===== src/rtl/rubik_pkg.sv =====
// Shared cube definitions: move codes, inverse-move helper and undo-stack FSM states.
// Reused by the move controller, the undo stack and scramblers.
package rubik_pkg;

  localparam int unsigned MOVE_W = 4;

  localparam logic [MOVE_W-1:0] MV_NONE    = 4'd0;
  localparam logic [MOVE_W-1:0] MV_TOPC    = 4'd1;
  localparam logic [MOVE_W-1:0] MV_TOPCC   = 4'd2;
  localparam logic [MOVE_W-1:0] MV_BOTC    = 4'd3;
  localparam logic [MOVE_W-1:0] MV_BOTCC   = 4'd4;
  localparam logic [MOVE_W-1:0] MV_LEFTC   = 4'd5;
  localparam logic [MOVE_W-1:0] MV_LEFTCC  = 4'd6;
  localparam logic [MOVE_W-1:0] MV_RIGHTC  = 4'd7;
  localparam logic [MOVE_W-1:0] MV_RIGHTCC = 4'd8;
  localparam logic [MOVE_W-1:0] MV_BACKC   = 4'd9;
  localparam logic [MOVE_W-1:0] MV_BACKCC  = 4'd10;
  localparam logic [MOVE_W-1:0] MV_FRONTC  = 4'd11;
  localparam logic [MOVE_W-1:0] MV_FRONTCC = 4'd12;

  typedef enum logic [1:0] {
    ST_IDLE  = 2'd0,
    ST_ISSUE = 2'd1,
    ST_LAST  = 2'd2
  } undo_state_t;

  // True for the twelve real face moves.
  function automatic logic is_valid_move(input logic [MOVE_W-1:0] code);
    is_valid_move = (code != MV_NONE) && (code <= MV_FRONTCC);
  endfunction

  // cw <-> ccw of the same face; anything that is not a real move maps to MV_NONE.
  function automatic logic [MOVE_W-1:0] inv_move(input logic [MOVE_W-1:0] code);
    logic [MOVE_W-1:0] res;
    if (!is_valid_move(code)) begin
      res = MV_NONE;
    end else if (code[0]) begin
      res = code + 4'd1;
    end else begin
      res = code - 4'd1;
    end
    inv_move = res;
  endfunction

endpackage


===== src/rtl/move_history_ram.sv =====
// DEPTH x 4 move history: one synchronous write port, one asynchronous read port.
module move_history_ram
  import rubik_pkg::*;
#(
  parameter int unsigned DEPTH = 32,
  parameter int unsigned AW    = $clog2(DEPTH)
) (
  input  logic              clock,
  input  logic              wr_en_i,
  input  logic [AW-1:0]     wr_addr_i,
  input  logic [MOVE_W-1:0] wr_data_i,
  input  logic [AW-1:0]     rd_addr_i,
  output logic [MOVE_W-1:0] rd_data_o
);

  logic [MOVE_W-1:0] mem_q [DEPTH];

  // Contents need no reset: count gates every read that matters.
  always_ff @(posedge clock) begin
    if (wr_en_i) begin
      mem_q[wr_addr_i] <= wr_data_i;
    end
  end

  assign rd_data_o = mem_q[rd_addr_i];

endmodule


===== src/rtl/move_undo_stack.sv =====
// Records applied face moves and replays their inverses to the move controller,
// cancelling adjacent inverse pairs and keeping the most recent DEPTH moves.
module move_undo_stack
  import rubik_pkg::*;
#(
  parameter int unsigned DEPTH = 32,
  parameter int unsigned CW    = $clog2(DEPTH + 1)
) (
  input  logic              clock,
  input  logic              reset,
  input  logic              rec_valid,
  input  logic [MOVE_W-1:0] rec_move,
  input  logic              undo_req,
  input  logic              undo_all,
  output logic              move_valid,
  output logic [MOVE_W-1:0] move_out,
  input  logic              move_ready,
  output logic [CW-1:0]     count,
  output logic              empty,
  output logic              full,
  output logic              busy,
  output logic              rec_dropped
);

  localparam int unsigned AW = $clog2(DEPTH);

  undo_state_t       state_q;
  logic [AW-1:0]     top_q;
  logic [CW-1:0]     count_q;
  logic              move_valid_q;
  logic [MOVE_W-1:0] move_out_q;
  logic              all_mode_q;
  logic              rec_dropped_q;

  logic [AW-1:0]     rd_addr;
  logic [MOVE_W-1:0] rd_data;
  logic              rec_ok;
  logic              cancel;
  logic              wr_en;
  logic              undo_start;
  logic              pop;

  // While issuing, the entry below the one being popped is prefetched.
  always_comb begin
    rd_addr    = top_q - AW'(1);
    if (state_q == ST_ISSUE) begin
      rd_addr = top_q - AW'(2);
    end
    rec_ok     = rec_valid && is_valid_move(rec_move) && (state_q == ST_IDLE);
    cancel     = rec_ok && (count_q != '0) && (rec_move == inv_move(rd_data));
    wr_en      = rec_ok && !cancel;
    undo_start = (state_q == ST_IDLE) && !rec_valid && (undo_req || undo_all)
                 && (count_q != '0);
    pop        = (state_q != ST_IDLE) && move_valid_q && move_ready;
  end

  move_history_ram #(
    .DEPTH (DEPTH),
    .AW    (AW)
  ) u_hist (
    .clock     (clock),
    .wr_en_i   (wr_en),
    .wr_addr_i (top_q),
    .wr_data_i (rec_move),
    .rd_addr_i (rd_addr),
    .rd_data_o (rd_data)
  );

  // Pointer, count and undo FSM.
  always_ff @(posedge clock) begin
    if (!reset) begin
      state_q       <= ST_IDLE;
      top_q         <= '0;
      count_q       <= '0;
      move_valid_q  <= 1'b0;
      move_out_q    <= MV_NONE;
      all_mode_q    <= 1'b0;
      rec_dropped_q <= 1'b0;
    end else begin
      if (rec_valid && !rec_ok) begin
        rec_dropped_q <= 1'b1;
      end
      case (state_q)
        ST_IDLE: begin
          if (cancel) begin
            top_q   <= top_q - AW'(1);
            count_q <= count_q - CW'(1);
          end else if (wr_en) begin
            top_q <= top_q + AW'(1);
            if (count_q != CW'(DEPTH)) begin
              count_q <= count_q + CW'(1);
            end
          end else if (undo_start) begin
            move_out_q   <= inv_move(rd_data);
            move_valid_q <= 1'b1;
            all_mode_q   <= undo_all;
            state_q      <= (undo_all && (count_q > CW'(1))) ? ST_ISSUE : ST_LAST;
          end
        end
        ST_ISSUE: begin
          if (pop) begin
            top_q      <= top_q - AW'(1);
            count_q    <= count_q - CW'(1);
            move_out_q <= inv_move(rd_data);
            state_q    <= (all_mode_q && (count_q > CW'(2))) ? ST_ISSUE : ST_LAST;
          end
        end
        ST_LAST: begin
          if (pop) begin
            top_q        <= top_q - AW'(1);
            count_q      <= count_q - CW'(1);
            move_valid_q <= 1'b0;
            move_out_q   <= MV_NONE;
            state_q      <= ST_IDLE;
          end
        end
        default: begin
          state_q <= ST_IDLE;
        end
      endcase
    end
  end

  assign move_valid  = move_valid_q;
  assign move_out    = move_out_q;
  assign count       = count_q;
  assign empty       = (count_q == '0);
  assign full        = (count_q == CW'(DEPTH));
  assign busy        = (state_q != ST_IDLE);
  assign rec_dropped = rec_dropped_q;

endmodule


===== config.mk =====
export PLATFORM = sky130hd
export DESIGN_NAME = move_undo_stack
export DESIGN_NICKNAME = d
export VERILOG_FILES = /design/src/rtl/rubik_pkg.sv /design/src/rtl/move_history_ram.sv /design/src/rtl/move_undo_stack.sv
export SDC_FILE = /design/constraint.sdc
export NUM_CORES = 1
export LEC_CHECK = 0
export ABC_AREA = 1
export CAP_MARGIN = 40
export CORE_MARGIN = 2
export CORE_UTILIZATION = 29
export DETAILED_ROUTE_END_ITERATION = 8
export PLACE_DENSITY = 0.54
export SLEW_MARGIN = 20
export SYNTH_ARGS = -nofsm -noshare
export SYNTH_HDL_FRONTEND = slang
export SYNTH_SLANG_ARGS = --single-unit

===== constraint.sdc =====
create_clock -name clock -period 5.7 [get_ports clock]
set_clock_uncertainty 0.05 [all_clocks]
set_input_delay 1.425 -clock clock [delete_from_list [all_inputs] [get_ports clock]]
set_output_delay 1.425 -clock clock [all_outputs]
set_load 0.02 [all_outputs]

Yosys cells after proc, flatten, opt, wreduce, memory -nomap -nowiden
Memory sizes are Yosys's and may differ from the RTL's. Cells that the tools add are included.

Add/sub/neg operators: 7. $lt $le $gt $ge: 4. Eq/ne operators: 13. Mux-type cells: 33. Bitwise logic cells: 2. Reductions and logical operators: 35.

Operators by type and width (number): $mux W4 (7); $mux W6 (4); $mux W5 (4); $logic_and A1 B1 Y1 (15); $mux W2 (7); $pmux W4 S3 (1); $pmux W6 S2 (1); $ne A2 B2 Y1 const B (5); $pmux W5 S2 (1); $reduce_and A5 Y1 (2); $le A4 B4 Y1 const B (2); $reduce_and A4 Y1 (2); $reduce_bool A4 Y1 (2); $add A6 B1 Y6 const B (1); $eq A6 B6 Y1 const B (1); $gt A6 B1 Y1 const B (1); $gt A6 B2 Y1 const B (1); $logic_not A6 Y1 (1); $mux W1 (6); $ne A3 B2 Y1 const B (2); $ne A6 B6 Y1 const B (1); $pmux W2 S3 (1); $reduce_and A6 Y1 (1); $reduce_bool A2 Y1 (3); other kinds (19) (22).

Register bits after elaboration: 20. RAM bits: 128. Input bits: 10. Output and inout port bits: 15. Word-level logic and storage cells: 102. Memories: 1.

Memory list: u_hist.mem_q (words 32, bits a word 4, read ports 1, clocked after memory_dff 0, write ports 1, RTL line move_history_ram.sv:16) `logic [MOVE_W-1:0] mem_q [DEPTH];`.

Longest topological paths before layout
Gate-level depths: netlist of the first run. An unclocked memory read counts as a cell.

Depth after elaboration: 13. Mapped depth: 29. Depth with buffers taken out: 28.

Modules after synthesis
From an unflattened synthesis of the first run, not the netlist that was laid out.

Cells, all modules: 755. Area, all modules: 7153.1 sq um.

By module, submodules not included: move_history_ram (instances 1, cells each 482, area each 5416.4 sq um, sequential area each 3843.7 sq um); move_undo_stack (instances 1, cells each 273, area each 1736.7 sq um, sequential area each 400.4 sq um).

Worst setup path after synthesis of the first run
OpenSTA, ideal clock, no wires.

Path kind: register -> register. Start point: register top_q[0]. End point: memory u_hist.mem_q[30][0] (enable). Library setup time: 361 ps. Arrival: 3181 ps. Required time: 5289 ps. Path slack: 2108 ps. Cell stages (with the launch flop): 24. Buffers on the path: 2. Clock period less this slack: 3592 ps. Cell sequence: dfxtp_1 -> inv_2 -> ha_1 -> inv_1 -> o21ai_4 -> inv_2 -> buf_6 -> nand3_1 -> nand3_1 -> nand2_1 -> nand2_1 -> nand3_1 -> nand2_2 -> ha_1 -> nand2_1 -> nand2_1 -> nand2_1 -> nand3_1 -> nand2_1 -> nand2_2 -> nand3_4 -> nand2_4 -> buf_2 -> nor3_1.

Cells in the longest elaborated chain, start to end: 12. Elaborated cells on any way between the ends: 17. Classes of those cells: add/sub: 4; order compare: 1; eq/ne: 1; mux: 5; reduce/logical: 5; memory: 1.

Ends and longest elaborated chain: start, declared (RTL line move_undo_stack.sv:28) `logic [AW-1:0] top_q;`; start signal, assigned (RTL line move_undo_stack.sv:86) `top_q <= top_q - AW'(1);`; start signal, assigned (RTL line move_undo_stack.sv:89) `top_q <= top_q + AW'(1);`; start signal, assigned (RTL line move_undo_stack.sv:102) `top_q <= top_q - AW'(1);`; $sub A5 B1 Y5 or $sub A5 B2 Y5 (tied branches) (RTL line move_undo_stack.sv:45, move_undo_stack.sv:47); $mux W5 (RTL line move_undo_stack.sv:46) `if (state_q == ST_ISSUE) begin`; $mem_v2 Z32 W4; $sub A4 B1 Y4 (tied with other cells) (RTL line rubik_pkg.sv:40) `res = code - 4'd1;`; $mux W4 or $logic_and A1 B1 Y1 (tied branches) (RTL line rubik_pkg.sv:37, rubik_pkg.sv:29); $mux W4; $eq A4 B4 Y1 (RTL line move_undo_stack.sv:50) `cancel = rec_ok && (count_q != '0) && (rec_move == inv_move(rd_data));`; $logic_and A1 B1 Y1 (RTL line move_undo_stack.sv:50); $logic_not A1 Y1 (RTL line move_undo_stack.sv:51) `wr_en = rec_ok && !cancel;`; $logic_and A1 B1 Y1 (RTL line move_undo_stack.sv:51); $mux W1 (RTL line move_history_ram.sv:20) `if (wr_en_i) begin`; $mux W1 (not written as such) (RTL line move_history_ram.sv:21) `mem_q[wr_addr_i] <= wr_data_i;`; end, declared (RTL line move_history_ram.sv:16).

Parallel ways exist; a longest one is shown, timed or not.

Worst setup path after layout of the first run
Start point: register state_q[1]. End point: memory u_hist.mem_q[16][0] (enable).

Cells in the longest elaborated chain, start to end: 12. Elaborated cells on any way between the ends: 19. Classes of those cells: add/sub: 2; order compare: 1; eq/ne: 2; mux: 5; reduce/logical: 8; memory: 1.

Ends and longest elaborated chain: start, declared (RTL line move_undo_stack.sv:27) `undo_state_t state_q;`; start signal, assigned (RTL line move_undo_stack.sv:97) `state_q <= (undo_all && (count_q > CW'(1))) ? ST_ISSUE : ST_LAST;`; start signal, assigned (RTL line move_undo_stack.sv:105) `state_q <= (all_mode_q && (count_q > CW'(2))) ? ST_ISSUE : ST_LAST;`; $eq A2 B1 Y1 (RTL line move_undo_stack.sv:46); $mux W5 (RTL line move_undo_stack.sv:46); $mem_v2 Z32 W4; $sub A4 B1 Y4 (tied with other cells) (RTL line rubik_pkg.sv:40); $mux W4 or $logic_and A1 B1 Y1 (tied branches) (RTL line rubik_pkg.sv:37, rubik_pkg.sv:29); $mux W4; $eq A4 B4 Y1 (RTL line move_undo_stack.sv:50); $logic_and A1 B1 Y1 (RTL line move_undo_stack.sv:50); $logic_not A1 Y1 (RTL line move_undo_stack.sv:51); $logic_and A1 B1 Y1 * (RTL line move_undo_stack.sv:51); $mux W1 * (RTL line move_history_ram.sv:20); $mux W1 (not written as such) * (RTL line move_history_ram.sv:21).

Mark *: on every way between the ends. The rest lies on a longest branch, timed or not.

==> results_dict.tcl, run 1 <==
set metrics [dict create \
    syn_area_um2 7570 \
    start_util_pct 29.3 \
    crit_chain "inv_1 > ha_1 > inv_2 > nand2_1 > nand2_2 > buf_4 > nand2_1 > nand3_1 > nand3_1 > nand3_1 > nand3_1 > nand2_2 > ha_1 > nand2_1 > nand2_1 > nand2_1 > nand3_1 > nand2_1 > nand2_2 > nand3_4 > nand2_4 > nor3_1" \
    synth.area.top_cells "edfxtp_1 (51%), nand3_1 (11%), nand2_1 (10%)" \
    netlist_top_cells_count "nand2_1 (211), nand3_1 (166), edfxtp_1 (128)" \
    clk_path_buf_depth 2 \
    setup_tns_ps 0 \
    io_pins 25 \
    ant_nets 0 \
    rows 59 \
    grt_start_max_net_pins 50 \
    setup_slack_ps 892 \
    syn_avg_cell_area_um2 9.17 \
    nFillCells 2653 \
    r2r_cells 22 \
    min_period_over_period_pct 84.4 \
    clkLatencyLatePin_ps 430 \
    wl_met2_um 9530 \
    reg2reg_from "state_q[1]" \
    place_ws_ps 896 \
    drt_wl_total_um 19900 \
    die_area_um2 27400 \
    cpLargestDelayFamily "simple AND/OR/NAND/NOR gates" \
    io_buffers 24 \
    cts_buffers 17 \
    synth_nets 853 \
    reg2reg_to "u_hist.mem_q[16][0]" \
    max_slew_margin_pct 53.1 \
    synth_flop_cell "edfxtp_1" \
    cts-hold-fix-buffers 0 \
    highest_layer "met4" \
    nNetsFinal 875 \
    whs_ps 439 \
    max-cap-violations 0 \
    hold_class "reg2reg" \
    rrSetupSlack_ps 890 \
    synth.yosys.seq_area_share_pct 56.0 \
    max_clock_freq_ghz 0.208 \
    end_kind "flop" \
    setup_violations 0 \
    die_h_um 166 \
    cts_resized 0 \
    antenna_found_initial 0 \
    synth_cell_type_count 40 \
    crit_arrival_ps 4820 \
    yosysTopAreaCellShare_pct 50.8 \
    rsz0062_at_grt "false" \
    drc 0 \
    wl_met1_um 9090 \
    first_pass_iters 5 \
    core_um2 25800 \
    syn_inst 826 \
    area_delta_synth_final_pct 15.3 \
    cts_tree "built" \
    hold_viol 0 \
    holdCritStartpoint "rec_dropped" \
    path_clk_slew_ps 60 \
    worstSetupStartpointType "flop" \
    cp_slowest_cell "nor3_1" \
    grt_pass1_vias 5429 \
    path_buf_inv 3 \
    vias 5726 \
    yosys.area.top_type "edfxtp_1" \
    gp_congestion 0.849 \
    synth_async_sr_flop_share_pct 0 \
    max_stage_delay_ps 640 \
    synth_most_common_cell "nand2_1" \
    dp_hpwl_um 12900 \
    diodes 0 \
    cts_sinks 148 \
    utilization_pct 33.8 \
    crit_top_cell "nand2_1" \
    drive_gt1_share_pct 9.06 \
    worst_pin_slew_ps 698 \
    crit_required_ps 5710 \
    first_iter_violations 560 \
    cts_max_level 4 \
    slew_violations 0 \
    drt-vias-per-instance 4.79 \
    synth_seq_cells 148 \
    die_w_um 166 \
    yosysWarnings 0 \
    grtUsageTotal_pct 15.3 \
    overflow 0 \
    clock_tree.root_cell "clkbuf_16" \
    synth_edf_count 128 \
    min_period_ps 4810 \
    outcome "finished clean" \
    cp_max_fo 47 \
    post_cts_buffers 0 \
    worstSetupPathType "reg2reg" \
    worstHoldPathCells 2 \
    grt_pass1_wl_um 31100 \
    wl_per_cell_um 16.6 \
    wl_met3_um 928 \
    hold_end "rec_dropped" \
]
## worst min-delay path, delay by kind of cell, from the launching register on
kind	cells	cell delay, ps
compound gates	1	50
flops	1	340
simple gates	1	70
## logic make-up after synthesis
| group | after synthesis | share of synthesized area (%) |
|---|---|---|
| flops | 148 | 56.0 |
| simple gates | 485 | 29.1 |
| compound gates | 43 | 3.60 |
| buf+inv | 121 | 7.09 |
| xor+xnor | 12 | 1.39 |
| fa+ha+maj | 17 | 2.81 |
## registers in the layout, indices dropped and copies added (netlist names)
register and flops:
move_valid 1, top_q 5, state_q 2, rec_dropped 1, move_out 4, count 6, all_mode_q 1, u_hist.mem_q 128
## metal layers
metal	global-route usage, %	up-vias
li1	-	2829
met1	20.3	2724
met2	25.1	151
met3	3.20	22
met4	4.43	0
met5	0	-
## through the flow
| stage | std cells | cell area (µm²) |
|---|---|---|
| finish | 1196 | 8730 |
| floorplan | 826 | 7570 |
| detailed placement | 1164 | 8130 |
| global route | 1196 | 8730 |
| global placement | 1164 | 8130 |
| CTS | 1196 | 8730 |
## placed cells by master (no fill, tap or decap), types with 2 or more instances in the layout
cell type	netlist	final
o211ai_1	3	3
xnor2_1	3	3
inv_8	0	2
nand3b_1	2	2
nand2_1	211	211
o21ai_0	11	11
nor2_1	42	42
inv_1	74	74
inv_2	8	8
nand4_1	5	5
clkinv_1	6	6
xor2_1	9	9
nand2_2	12	12
edfxtp_1	128	128
clkdlybuf4s50_1	0	24
bufinv_16	0	2
a21oi_1	15	15
dfxtp_1	20	20
clkbuf_16	0	17
o21ai_1	5	5
inv_6	0	9
nand3_2	2	2
nand3_1	166	166
nor3_1	35	35
ha_1	17	17
nor2_2	2	2
buf_4	4	10
nand2_4	2	2
o21ai_4	3	3
## area by class of cell
| type | count | area (µm²) | area share (%) |
|---|---|---|---|
| clock buffers | 17 | 425 | 4.87 |
| clock inverters | 15 | 178 | 2.04 |
| inverters | 89 | 335 | 3.84 |
| multi-input cells | 557 | 2790 | 32.0 |
| flip-flops and latches | 148 | 4240 | 48.6 |
| well taps | 335 | 419 | 4.80 |
| repair buffers | 35 | 335 | 3.84 |
## worst max-delay path by stage
stage	from	end	slack, ps	cells after the start
2_1_floorplan	top_q[0]	u_hist.mem_q[30][0]	2110	23
3_3_place_gp	state_q[1]	u_hist.mem_q[18][3]	930	23
3_5_place_dp	state_q[1]	u_hist.mem_q[16][3]	900	24
4_1_cts	state_q[1]	u_hist.mem_q[16][1]	860	23
5_1_grt	state_q[1]	u_hist.mem_q[18][0]	420	23
6_report	state_q[1]	u_hist.mem_q[16][0]	890	22
Power of run 1 is not shown: default switching activity piles up to over one toggle a cycle in this logic, so the estimate is an artifact.
==> inputs of run 2 (changes only) <==
- PLACE_DENSITY: 0.54 -> 0.55
- clock period: 5.7 -> 4.25 ns (I/O delays scaled with it)
==> run 2 against run 1 <==
  * Final cell count up 4.1%
  * Worst setup slack worse by 590 ps
  * Wire length increased by 6.5%
  * First-iteration DRC count fell by 5.0%
  * Hold slack worse by 6.6 ps
  * Global-route usage increased by 0.36 points
  * Final area up 6.4%
  * Register-to-register slack lost 590 ps
  * Core utilization rose by 2.2 points
  * Sequential share of layout area is 2.9 points lower
  * Critical path depth up 2
  * Non-clock buffer count rose by 49
  * Critical path type unchanged
  * Critical endpoint is now u_hist.mem_q[12][1]
==> results_dict.tcl, run 2 (synthesized netlist as in run 1, its figures left out) <==
set metrics [dict create \
    hold_class "reg2reg" \
    cp_slowest_cell "dfxtp_1" \
    grt_start_max_net_pins 64 \
    rows 59 \
    min_period_over_period_pct 92.8 \
    max_stage_delay_ps 380 \
    crit_required_ps 4350 \
    max_clock_freq_ghz 0.254 \
    dp_hpwl_um 13200 \
    clkLatencyLatePin_ps 440 \
    max_slew_margin_pct 58.6 \
    nFillCells 2621 \
    wl_per_cell_um 17.0 \
    cp_max_fo 33 \
    die_h_um 166 \
    crit_top_cell "nand2_1" \
    drive_gt1_share_pct 14.4 \
    layout_common_cells "nand2_1 (210), nand3_1 (166), edfxtp_1 (128)" \
    regMostFlops "u_hist.mem_q" \
    ant_nets 0 \
    grt_pass1_wl_um 31600 \
    diodes 0 \
    utilization_pct 35.9 \
    crit_chain "inv_4 > ha_1 > inv_1 > o21ai_4 > buf_12 > clkinv_8 > nand3_1 > nand3_1 > nand2_1 > nand2_1 > nand3_1 > nand2_2 > ha_1 > nand2_1 > nand2_1 > nand2_1 > nand3_1 > nand2_1 > nand2_2 > nand3_4 > nand2_4 > buf_12 > nor3_1 > buf_4" \
    crit_arrival_ps 4050 \
    clock_tree.root_cell "clkbuf_16" \
    whs_ps 433 \
    drt_wl_total_um 21200 \
    first_iter_violations 532 \
    antenna_found_initial 0 \
    slew_violations 0 \
    cts_max_level 4 \
    core_um2 25800 \
    outcome "finished clean" \
    area_delta_synth_final_pct 22.6 \
    end_kind "flop" \
    worstSetupStartpointType "flop" \
    mostFrequentLayoutCell "nand2_1" \
    drc 0 \
    grt_pass1_vias 5592 \
    gp_congestion 0.857 \
    first_pass_iters 5 \
    io_buffers 24 \
    vias 5920 \
    overflow 0 \
    die_area_um2 27400 \
    largest_register_ffs 128 \
    cts_buffers 17 \
    path_clk_slew_ps 70 \
    drt-vias-per-instance 4.76 \
    setup_violations 0 \
    cts_sinks 148 \
    worst_pin_slew_ps 619 \
    grtUsageTotal_pct 15.6 \
    max-cap-violations 0 \
    cts_tree "built" \
    clk_path_buf_depth 2 \
    hold_viol 0 \
    die_w_um 166 \
    min_period_ps 3940 \
    start_util_pct 29.3 \
    worstSetupPathType "reg2reg" \
    io_pins 25 \
    nNetsFinal 924 \
]
run 2: cell count changes in the layout (fill, tap and decap cells not counted), moves of 3 or more:
cell        delta
buf_4         +40
clkinvlp_4     +3
buf_12         +4
inv_6          -5
clkbuf_16      +3
run 2: area by class of cell:
class,count,area (µm²),share of cell area [%]
sequential,148,4240,45.7
inverter,89,353,3.80
clock inverter,15,186,2.01
tap,335,419,4.51
multi-input combinational,557,2840,30.6
timing repair buffer,84,821,8.84
clock buffer,17,425,4.58
run 2: critical path: cells and delay by family, from the launching register on:
family | cells | cell delay [ps]
buffers and inverters | 6 | 810
flip-flops | 1 | 380
adder cells (fa/ha/maj) | 2 | 590
AND/OR/NAND/NOR | 15 | 1640
AO/OA/AOI/OAI | 1 | 180
run 2: per-stage QoR:
step           worst slack (ps)  area, µm²  setup TNS (ps)  cells
3_5_place_dp               50.2       8500               0   1209
3_3_place_gp                157       8500               0   1209
5_1_grt                   -7.12       9290           -29.9   1245
4_1_cts                    8.04       9110               0   1241
6_report                    306       9290               0   1245
2_1_floorplan               658       7570               0    826
run 2: layer usage:
metal / vias up / global-route usage, % / routed length (µm) / share of wire [%]
met5: - / 0 / 0 / 0
met4: 0 / 5.53 / 427 / 2.0
met3: 26 / 3.15 / 966 / 4.6
met2: 144 / 25.4 / 10000 / 47
met1: 2811 / 20.7 / 9740 / 46
li1: 2939 / - / - / -
run 2: worst paths after layout:
kind | from | depth (start not counted) | endpoint | slack [ps]
max | top_q[0] | 24 | u_hist.mem_q[12][1] | 310
min | all_mode_q | 2 | all_mode_q | 430
max reg2reg | top_q[0] | 24 | u_hist.mem_q[12][1] | 310
min reg2reg | all_mode_q | 2 | all_mode_q | 430
run 2: repair_timing:
item,in CTS,in global routing
setup endpoints to repair,0,144
buffers inserted,0,1
hold endpoints to repair,0,0
resized for setup,0,21
hold buffers,0,0
Power of run 2 is left out for the same reason.
==> inputs of run 3 (changes only) <==
- CTS_CLUSTER_SIZE: not set -> 24
==> results of run 3 <==
The final DEF is identical to that of run 2; final timing and power are the same.
Power of run 3 is left out for the same reason.
